==> src/rtl/anffl_tex_block_fetch.sv <==
// Texture block fetch stage: turns one texel lookup into a compressed ETC2
// block address, reads the block over a 32-bit memory port, assembles it
// into the decoder's 128-bit layout and keeps a single-entry block cache so
// repeated lookups into the same block skip memory entirely.
module anffl_tex_block_fetch #(
    parameter int ADDR_W   = 32,
    parameter int COORD_W  = 12,
    parameter int STRIDE_W = 10
) (
    input  logic                clk,
    input  logic                rst,
    input  logic                inv,
    input  logic                req_valid,
    output logic                req_ready,
    input  logic [COORD_W-1:0]  req_u,
    input  logic [COORD_W-1:0]  req_v,
    input  logic [ADDR_W-1:0]   req_base,
    input  logic [STRIDE_W-1:0] req_stride,
    input  logic [4:0]          req_format,
    output logic                mem_req_valid,
    input  logic                mem_req_ready,
    output logic [ADDR_W-1:0]   mem_addr,
    input  logic                mem_rsp_valid,
    input  logic [31:0]         mem_rsp_data,
    output logic                out_valid,
    input  logic                out_ready,
    output logic [127:0]        out_data,
    output logic [4:0]          out_format,
    output logic [1:0]          out_uTexel,
    output logic [1:0]          out_vTexel
);

    localparam int BLK_W = COORD_W - 2;
    localparam int IDX_W = BLK_W + STRIDE_W + 1;
    localparam int OFF_W = IDX_W + 4;

    typedef enum logic [2:0] {
        S_IDLE,
        S_CHECK,
        S_FETCH,
        S_WAIT,
        S_OUT
    } state_t;

    typedef struct packed {
        logic [ADDR_W-1:0] base;
        logic [4:0]        format;
        logic [BLK_W-1:0]  bx;
        logic [BLK_W-1:0]  by;
    } tag_t;

    state_t            state_q, next_state;
    tag_t              req_tag_q, cache_tag;
    logic [ADDR_W-1:0] addr_q;
    logic [1:0]        ut_q, vt_q;
    logic [1:0]        beat_q;
    logic [127:0]      asm_q, cache_data, fill_data;
    logic              cache_valid;

    logic [BLK_W-1:0]  req_bx, req_by;
    logic [IDX_W-1:0]  req_idx;
    logic [OFF_W-1:0]  req_off;
    logic [1:0]        last_beat, slot;
    logic              accept, hit, take, is_last, fill, miss;

    assign req_ready = (state_q == S_IDLE) && !rst;
    assign accept    = req_valid && req_ready;
    assign req_bx    = req_u[COORD_W-1:2];
    assign req_by    = req_v[COORD_W-1:2];

    assign last_beat = (req_tag_q.format == 5'd1) ? 2'd3 : 2'd1;
    assign is_last   = (beat_q == last_beat);
    assign slot      = last_beat - beat_q;
    assign hit       = cache_valid && (cache_tag == req_tag_q);
    assign miss      = (state_q == S_CHECK) && !hit;
    assign take      = (state_q == S_WAIT) && mem_rsp_valid;
    assign fill      = take && is_last;

    // Block byte offset at full product width; adding into ADDR_W bits wraps.
    always_comb begin
        req_idx = IDX_W'(req_by) * IDX_W'(req_stride) + IDX_W'(req_bx);
        req_off = (req_format == 5'd1) ? {req_idx, 4'b0000} : {1'b0, req_idx, 3'b000};
    end

    // Merge the arriving little-endian word into its big-endian slot; the
    // first beat lands highest so block byte 0 ends up in the top byte.
    always_comb begin
        // NOTE: every always_comb output gets a default first so no path can infer a latch.
        fill_data = asm_q;
        fill_data[{slot, 5'b00000} +: 32] = {mem_rsp_data[7:0], mem_rsp_data[15:8],
                                             mem_rsp_data[23:16], mem_rsp_data[31:24]};
    end

    // Next-state decode.
    always_comb begin
        next_state = state_q;
        unique case (state_q)
            S_IDLE:  if (accept)        next_state = S_CHECK;
            S_CHECK: next_state = hit ? S_OUT : S_FETCH;
            S_FETCH: if (mem_req_ready) next_state = S_WAIT;
            S_WAIT:  if (mem_rsp_valid) next_state = is_last ? S_OUT : S_FETCH;
            S_OUT:   if (out_ready)     next_state = S_IDLE;
            default: next_state = S_IDLE;
        endcase
    end

    // State register.
    always_ff @(posedge clk) begin
        // NOTE: sequential state uses non-blocking assignments so every flop samples pre-edge values.
        if (rst) state_q <= S_IDLE;
        else     state_q <= next_state;
    end

    // Registered outputs and beat counter, all tracking next_state.
    always_ff @(posedge clk) begin
        if (rst) begin
            mem_req_valid <= 1'b0;
            mem_addr      <= '0;
            beat_q        <= 2'd0;
            out_valid     <= 1'b0;
            out_data      <= '0;
            out_format    <= 5'd0;
            out_uTexel    <= 2'd0;
            out_vTexel    <= 2'd0;
        end else begin
            mem_req_valid <= (next_state == S_FETCH);
            out_valid     <= (next_state == S_OUT);
            if (miss) begin
                beat_q   <= 2'd0;
                mem_addr <= addr_q;
            end else if (take && !is_last) begin
                beat_q   <= beat_q + 2'd1;
                mem_addr <= addr_q + ADDR_W'({beat_q + 2'd1, 2'b00});
            end
            if (next_state == S_OUT && state_q != S_OUT) begin
                out_data   <= (state_q == S_CHECK) ? cache_data : fill_data;
                out_format <= req_tag_q.format;
                out_uTexel <= ut_q;
                out_vTexel <= vt_q;
            end
        end
    end

    // Cache valid: a last-beat fill beats a coincident invalidate.
    always_ff @(posedge clk) begin
        if (rst)       cache_valid <= 1'b0;
        else if (fill) cache_valid <= 1'b1;
        else if (inv)  cache_valid <= 1'b0;
    end

    // Request latch, assembly register and cache storage.
    always_ff @(posedge clk) begin
        // NOTE: payload storage has no reset; cache_valid and the FSM guard every use of it.
        if (accept) begin
            req_tag_q <= '{base: req_base, format: req_format, bx: req_bx, by: req_by};
            addr_q    <= req_base + ADDR_W'(req_off);
            ut_q      <= req_u[1:0];
            vt_q      <= req_v[1:0];
        end
        if (miss)      asm_q <= '0;
        else if (take) asm_q <= fill_data;
        if (fill) begin
            cache_tag  <= req_tag_q;
            cache_data <= fill_data;
        end
    end

endmodule

==> config.mk <==
export PLATFORM = sky130hd
export DESIGN_NAME = anffl_tex_block_fetch
export DESIGN_NICKNAME = d
export VERILOG_FILES = /design/src/rtl/anffl_tex_block_fetch.sv
export SDC_FILE = /design/constraint.sdc
export NUM_CORES = 1
export LEC_CHECK = 0
export ABC_CLOCK_PERIOD_IN_PS = 9300
export BUFFER_PORTS_ARGS = -buffer_cell sky130_fd_sc_hd__buf_2
export CAP_MARGIN = 20
export CELL_PAD_IN_SITES_DETAIL_PLACEMENT = 1
export CELL_PAD_IN_SITES_GLOBAL_PLACEMENT = 1
export CORE_ASPECT_RATIO = 0.5
export CORE_MARGIN = 2
export CORE_UTILIZATION = 42
export CTS_CLUSTER_SIZE = 14
export DETAILED_ROUTE_END_ITERATION = 8
export PLACE_DENSITY = 0.84
export SETUP_SLACK_MARGIN = 0.4
export SLEW_MARGIN = 25
export SYNTH_ARGS = -nofsm -noshare
export SYNTH_HDL_FRONTEND = slang
export SYNTH_SLANG_ARGS = --single-unit
export TNS_END_PERCENT = 30
==> constraint.sdc <==
create_clock -name clk -period 9.3 [get_ports clk]
set_clock_uncertainty 0.05 [all_clocks]
set_input_delay 1.86 -clock clk [delete_from_list [all_inputs] [get_ports clk]]
set_output_delay 1.86 -clock clk [all_outputs]
set_load 0.02 [all_outputs]
== Word level (Yosys, flattened, before mapping) ==
Index checks and enable logic that the tools add are counted.
Word-level totals
  bits in registers: 583
  input port bits: 110
  output and inout bits: 172
  logic and storage cells: 73
Cells by class
  add/subtract/negate cells: 6
  $mul: 1
  equal/unequal tests: 11
  shifts and indexed selects: 2
  mux-type cells: 15
  reductions and logical operators: 15
Operators with widths (number)
  128-bit bitwise mux: 1
  128-bit 2-to-1 mux: 1
  32-bit by 9-bit variable shift with 128-bit output, first input constant: 1
  32-bit by 9-bit indexed part select with 128-bit output: 1
  32-bit 2-to-1 mux: 2
  57-bit == test: 1
  32-bit by 25-bit adder with 32-bit output: 1
  32-bit by 4-bit adder with 32-bit output: 1
  25-bit 2-to-1 mux: 1
  20-bit by 10-bit adder with 21-bit output: 1
  10-bit by 10-bit multiplier with 20-bit output: 1
  3-bit 2-to-1 mux: 6
  3-bit one-hot mux with 5 select lines: 1
  5-bit by 1-bit == test with 1-bit output, second input constant: 2
  3-bit by 2-bit == test with 1-bit output, second input constant: 3
  7-bit negator with 9-bit output: 1
  1-bit logical AND: 8
  3-bit == test, second input constant: 2
  2-bit nonzero test: 2
  3-bit by 1-bit == test with 1-bit output, second input constant: 1
  1-bit logical NOT: 3
  3-bit logical NOT: 1
  3-bit != test, second input constant: 1
  2-bit by 1-bit adder with 2-bit output, second input constant: 1
  5 further kinds: 6

== Longest topological paths before layout ==
Gate-level depths: netlist (run 1).
  depth in word-level cells: 8
  gate-level depth with buffers: 30
  mapped depth without buffers: 29

== Least setup slack after synthesis (run 1) ==
OpenSTA, ideal clock, no wires.
  path type: input to register
  from: input req_stride[3]
  to: register addr_q[31], data pin
  library setup time: 137 ps
  data arrival time: 8588 ps
  required time: 9113 ps
  slack: 524 ps
  cell stages on the path: 29
  path buffers: 1
  cells stage by stage: clkbuf_1 > nand2_1 > fa_1 > inv_1 > fa_1 > inv_1 > fa_1 > inv_1 > fa_1 > inv_1 > fa_1 > inv_1 > ha_1 > or3_1 > o22ai_1 > a311oi_1 > a2111oi_0 > xnor2_1 > nand2_1 > nand2_1 > ha_1 > and2_1 > a221o_1 > a31oi_1 > o21ai_0 > o21ai_1 > a21oi_1 > or4b_1 > nand4_1
Between the ends
  longest elaborated chain between the ends: 4
Ends and longest elaborated chain
  from (decl): RTL line 18  | input logic [STRIDE_W-1:0] req_stride,
  10-bit by 10-bit multiplier with 20-bit output: RTL line 81  | req_idx = IDX_W'(req_by) * IDX_W'(req_stride) + IDX_W'(req_bx);
  20-bit by 10-bit adder with 21-bit output: RTL line 81
  25-bit 2-to-1 mux: RTL line 82  | req_off = (req_format == 5'd1) ? {req_idx, 4'b0000} : {1'b0, req_idx, 3'b000};
  32-bit by 25-bit adder with 32-bit output: RTL line 156  | addr_q <= req_base + ADDR_W'(req_off);
  to (signal assigned): RTL line 156
  to (decl): RTL line 54  | logic [ADDR_W-1:0] addr_q;
No other way between the ends.
A chain may end at the register's enable or synchronous reset.

== Final worst setup path (run 1) ==
  from: input req_v[3]
  to: register addr_q[31], data pin
Between the ends
  longest elaborated chain between the ends: 4
Ends and longest elaborated chain
  from (decl): RTL line 16  | input logic [COORD_W-1:0] req_v,
  10-bit by 10-bit multiplier with 20-bit output: RTL line 81
  20-bit by 10-bit adder with 21-bit output: RTL line 81
  25-bit 2-to-1 mux: RTL line 82
  32-bit by 25-bit adder with 32-bit output: RTL line 156
No other way between the ends.

==> summary.txt, run 1 <==
Outcome
  • Status: finished clean

Min path
  • Worst Hold Depth: 0
  • Hold path startpoint: req_tag_q[12]
  • Worst hold path type: flop to flop

Global route
  • Vias in the first global route: 22,434
  • Largest net degree at the start of global routing: 258
  • Antenna violations before repair: 3
  • First-pass GRT wire length: 128 mm
  • Remaining global-route overflow: 0
  • Global-route usage over all layers: 0.227

Synth
  • Post-synth cell types: 72
  • Number of flops mapped to enable cells by yosys: 275
  • Post-synthesis adder-cell area fraction: 0.0915
  • Synth Area in Compound Gates: 0.116
  • Cells after synthesis: 2,877
  • FFs w/ async S/R, synth: 0
  • Post-Syn Nets: 3,153
  • Top FF cell, synth: dfxtp_1
  • Seq cells post-synth: 580
  • Largest family of logic cells by synthesized area: simple AND/OR/NAND/NOR gates
  • Synth Warn #: 0
  • Register area share after synthesis: 0.498
  • Mapped cell area: 28,800 um2
  • Simple-Gate Fraction of Synth Area: 0.151
  • Mean Syn Cell Area: 10.0 um2
  • Mux cell area share after synthesis: 0.0491
  • Xor/xnor cell area share of the yosys netlist: 0.0355

Worst setup path
  • Reg-to-reg endpoint: asm_q[39]
  • Worst R2R Start: req_tag_q[20]
  • CP Class: primary input to flop
  • R2r setup slk: 5360 ps
  • Crit path max fanout: 11
  • Crit path arrival time: 8980 ps
  • Crit. Startpoint: req_v[3]
  • Worst endpoint required time: 9710 ps
  • Critical Path Start Type: primary input
  • Crit path capture type: flop
  • Worst r2r path cells: 8
  • End point of the critical path: addr_q[31]

CTS
  • Clk_lat worst skew: 610 ps
  • H-tree Lvls: 2
  • Clock Sinks: 580
  • Clk buf depth: 3
  • Reg clk slew, reported paths: 70 ps
  • Num CTS Buffers: 54
  • TritonCTS clock tree: yes
  • CTS Root Buffer Type: clkbuf_16

Floorplanning
  • Die Ht: 189 um
  • Initial Utilization: 0.427
  • Chip Width: 375 um
  • Row count: 67
  • IO Pins: 282
  • Area of the die: 70,900 um2
  • Core box area: 67,500 um2

Pwr
  • Worst VDD drop: 303 uV
  • Sw Share: 0.362
  • P_leak: 13.6 nW
  • Gate power share: 0.394
  • Clock Power Share: 0.261
  • PwrDens: 266 nW/um2
  • Sequential Power Share: 0.345
  • Int Pwr: 5.57 mW
  • P_sw: 3.16 mW

Route
  • Vias: 21,363
  • ANT nets after route: 0
  • WL/cell: 20.2 um
  • Vias per inst: 5.32
  • DRC viols: 0
  • Detailed Route Iter0 Violations: 1,220
  • Routed WL: 81.0 mm
  • Drt first pass iters: 7

Timing
  • Hold Vio Cnt, Final: 0
  • Rel. slew slack: 0.245
  • Post-route clock period utilization: 0.922
  • Worst Tran Pin Value: 1130 ps
  • Final setup fails: 0
  • Fmax: 117 MHz
  • RSZ-0062 raised after global routing: true
  • Slew Viols, Final: 0
  • Setup TNS: 0 ps
  • Final min period: 8570 ps

Placed design
  • Port bufs: 281
  • DP Cell Count: 3,911
  • RePlAce Congestion: 0.853
  • Post-placement cell area: 30,900 um2
  • Detailed Place HPWL: 56.0 mm

Final layout
  • Area Growth Syn to Fin: 13.7%
  • Share of layout cells above drive strength 1: 0.140
  • Layout Cells excl Fill: 4,018
  • Fin area: 32,800 um2
  • Layout Nets: 3,349

Flow run
  • Maxcap violations: 0
## cell families (layout without fill, tap and decap cells)
group / after synthesis / in the layout
xor gates and xnor gates: 117 / 117
muxes: 141 / 141
adders and majority gates: 166 / 166
other: 0 / 3
buffers and inverters: 422 / 663
DFF: 580 / 580
AOI/OAI and AO/OA: 552 / 552
and+or+nand+nor: 899 / 899
## worst max-delay path, stage by stage
cell	delay (ps)
buf_2	190
and2_1	210
fa_1	510
fa_1	520
fa_1	520
fa_1	540
inv_1	50
fa_1	530
inv_1	40
ha_1	360
a21o_1	190
a21oi_2	220
a32o_1	250
a311oi_2	80
a2111oi_2	350
xnor2_1	190
nand2_1	80
nand2_1	140
ha_1	270
and2_1	210
a221o_1	370
a31oi_2	200
o21ai_0	110
o21ai_1	250
a21oi_2	140
or4b_1	500
nand4_1	110
## worst min-delay path by stage
stage	to	slack (ps)
after detailed placement	mem_addr[1]	410
after CTS	cache_tag[9]	420
after global placement	mem_addr[0]	390
final	cache_tag[12]	420
after floorplan	cache_tag[15]	390
after global routing	cache_tag[12]	430
## area by class of cell
cell class / instances / area (um2)
diodes: 3 / 7.51
clock buffers: 80 / 1580
clock inverters: 21 / 205
fillers: 7541 / 34700
inverters: 253 / 962
multi-input cells: 1875 / 12900
flip-flops and latches: 580 / 14400
well taps: 897 / 1120
repair buffers: 309 / 1680
## placed cells by master (no fill, tap or decap), drive strengths merged, types with 58 or more instances in the layout
cell type / instances
a211oi: 154
nor2b: 132
inv: 253
o21ai: 156
mux2i: 138
nor2: 333
fa: 75
edfxtp: 275
buf: 308
xor2: 58
clkbuf: 81
a21oi: 181
xnor2: 59
nand2: 242
and2: 59
ha: 91
dfxtp: 305
## flip-flops by register name, summed over array words and instances (netlist names)
register and flops:
cache_tag 57, out_valid 1, req_tag_q 57, state_q 3, cache_data 128, ut_q 2
asm_q 128, vt_q 2, mem_req_valid 1, out_uTexel 2, mem_addr 32, out_vTexel 2
out_data 128, out_format 5, beat_q 2, cache_valid 1, addr_q 29
## routing by layer
metal	wire length [um]	vias up	GRT usage
met5	0	-	0
met4	2660	0	0.0788
met3	2400	145	0.0277
met2	41600	354	0.410
met1	34400	10687	0.280
li1	-	10177	-
## synthesized netlist by cell type (17+ instances only)
library cell | instances | share of area
a211oi_1 | 149 | 0.039
a21o_1 | 17 | 0.0044
a21oi_1 | 180 | 0.031
and2_1 | 59 | 0.013
clkbuf_1 | 143 | 0.019
dfxtp_1 | 305 | 0.21
edfxtp_1 | 275 | 0.29
fa_1 | 75 | 0.052
ha_1 | 91 | 0.039
inv_1 | 253 | 0.033
mux2i_1 | 138 | 0.048
nand2_1 | 242 | 0.031
nor2_1 | 333 | 0.043
nor2b_1 | 132 | 0.029
nor3_1 | 19 | 0.0033
o21ai_0 | 149 | 0.026
xnor2_1 | 59 | 0.018
xor2_1 | 58 | 0.018
## stage by stage
stage	hold WS, ps	utilization	total power [mW]	worst slack (ps)
after floorplan	392	-	5.49	524
after global placement	391	0.458	6.23	210
after detailed placement	415	0.458	6.44	-56.4
after CTS	422	0.484	8.74	512
after global routing	431	0.486	9.27	364
final	420	0.486	8.72	727
## power groups by stage
| stage | registers, mW | clock network, mW | logic (mW) |
|---|---|---|---|
| 5_1_grt | 3.03 | 2.42 | 3.82 |
| 3_5_place_dp | 3.07 | 0 | 3.37 |
| 4_1_cts | 3.01 | 2.32 | 3.41 |
| 3_3_place_gp | 3.06 | 0 | 3.17 |
| 2_1_floorplan | 3.05 | 0 | 2.44 |
| 6_report | 3.01 | 2.28 | 3.43 |
## what timing repair did
| action | in CTS | in global routing |
|---|---|---|
| resized for setup | 0 | 7 |
| hold buffers | 0 | 0 |
| endpoints found under the setup margin | 0 | 6 |
| setup buffers | 0 | 1 |
Note: power is estimated with default switching activity, not from simulation.
==> run 2: changes to the inputs <==
- CORE_MARGIN: 2 -> 3
==> summary.txt, run 2 (same netlist as run 1, synthesis figures left out) <==
Worst setup path
  • Critical Path Start Type: primary input
  • Crit path max fanout: 11
  • CP Class: primary input to flop
  • Worst endpoint required time: 9600 ps
  • CP max stage cell: fa_1
  • Critical path's largest stage delay: 550 ps
  • Crit path capture type: flop
  • Crit path arrival time: 8820 ps

CTS
  • H-tree Lvls: 2
  • Reg clk slew, reported paths: 70 ps
  • Clk_lat worst skew: 630 ps
  • Clk buf depth: 3
  • Post-cts gate resize count: 0
  • Hold buffers post-CTS: 0
  • TritonCTS clock tree: yes
  • Postcts setup bufs: 0
  • Num CTS Buffers: 54
  • CTS Root Buffer Type: clkbuf_16
  • Clock Sinks: 580

Floorplanning
  • Initial Utilization: 0.427
  • Die Ht: 191 um
  • IO Pins: 282
  • Core box area: 67,500 um2
  • Area of the die: 72,100 um2
  • Chip Width: 377 um
  • Row count: 67

Timing
  • Post-route clock period utilization: 0.917
  • Hold Vio Cnt, Final: 0
  • Rel. slew slack: 0.314
  • Worst Tran Pin Value: 1030 ps
  • Final min period: 8530 ps
  • Slew Viols, Final: 0
  • RSZ-0062 raised after global routing: false
  • Final setup fails: 0
  • Fmax: 117 MHz
  • Setup TNS: 0 ps

Global route
  • Largest net degree at the start of global routing: 259
  • Global-route usage over all layers: 0.226
  • Vias in the first global route: 22,960
  • Remaining global-route overflow: 0
  • Antenna violations before repair: 5
  • First-pass GRT wire length: 129 mm

Route
  • Drt first pass iters: 5
  • Vias per inst: 5.33
  • ANT nets after route: 0
  • Routed WL: 82.2 mm
  • Vias: 21,433
  • WL/cell: 20.4 um
  • DRC viols: 0
  • Detailed Route Iter0 Violations: 1,097

Final layout
  • Regs by FF count: asm_q: 128 flops, cache_data: 128 flops, out_data: 128 flops
  • Share of layout cells above drive strength 1: 0.140
  • Layout Nets: 3,350
  • Commonest non-fill, non-tap cell in the layout: nor2_1
  • Most frequent cells in the layout: nor2_1, dfxtp_1, buf_2, edfxtp_1, inv_1
  • Area Growth Syn to Fin: 13.8%
  • Finished Core Util: 0.487

Pwr
  • P_sw: 3.13 mW
  • PwrDens: 265 nW/um2
  • Sequential Power Share: 0.347
  • Worst VDD drop: 299 uV
  • Gate power share: 0.388
  • Int Pwr: 5.56 mW
  • Clock Power Share: 0.266
  • P_leak: 13.7 nW
  • Sw Share: 0.360

Placed design
  • Detailed Place HPWL: 56.7 mm
  • RePlAce Congestion: 0.851
  • Port bufs: 281

Outcome
  • Status: finished clean

Flow run
  • Maxcap violations: 0

Min path
  • Worst hold path type: flop to flop
[run 2: power groups by stage]
| stage | clock [mW] | combinational, mW | sequential [mW] |
|---|---|---|---|
| final | 2.31 | 3.37 | 3.01 |
| after global routing | 2.46 | 3.77 | 3.02 |
| after CTS | 2.35 | 3.36 | 3.01 |
| after detailed placement | 0 | 3.34 | 3.07 |
| after global placement | 0 | 3.17 | 3.06 |
| after floorplan | 0 | 2.44 | 3.05 |
[run 2: layout make-up]
type                            count  area [um2]
Tap cell                          897        1120
Antenna cell                        5        12.5
Clock buffer                       74        1570
Fill cell                        7477       34700
Multi-Input combinational cell   1875       12900
Clock inverter                     28         249
Inverter                          253         957
Timing Repair Buffer              310        1700
Sequential cell                   580       14400
[run 2: worst max-delay path, delay by kind of cell]
| family | cells | cell delay (ps) |
|---|---|---|
| adder cells (fa/ha/maj) | 7 | 3170 |
| AND/OR/NAND/NOR | 6 | 1410 |
| XOR/XNOR | 2 | 230 |
| buffers and inverters | 7 | 660 |
| AO/OA/AOI/OAI | 6 | 1170 |
| multiplexers | 1 | 270 |
[run 2: metrics by stage]
step                area, um2  cells  hold WS [ps]  setup WS (ps)  power [mW]
detailed placement      30900   3913           405           26.1        6.40
global route            32800   4022           434            450        9.26
finish                  32800   4022           409            774        8.69
floorplan               28800   2877           392            524        5.49
global placement        30900   3913           392            209        6.22
CTS                     32700   4015           412            672        8.73
[run 2: layer usage]
metal | wire (um) | share of wire | track usage | vias to the layer above
met5 | 0 | 0 | 0 | -
li1 | - | - | - | 10178
met2 | 42700 | 0.52 | 0.416 | 388
met4 | 2710 | 0.033 | 0.0798 | 0
met3 | 2900 | 0.035 | 0.0284 | 146
met1 | 33900 | 0.41 | 0.273 | 10721
[run 2: worst paths after layout]
check,to,slack [ps],from,cells after the start
worst max-delay path,addr_q[28],770,req_v[7],29
worst min-delay path,mem_addr[1],410,mem_addr[1],2
worst max register to register,cache_data[0],4950,req_tag_q[24],7
worst min register to register,mem_addr[1],410,mem_addr[1],2
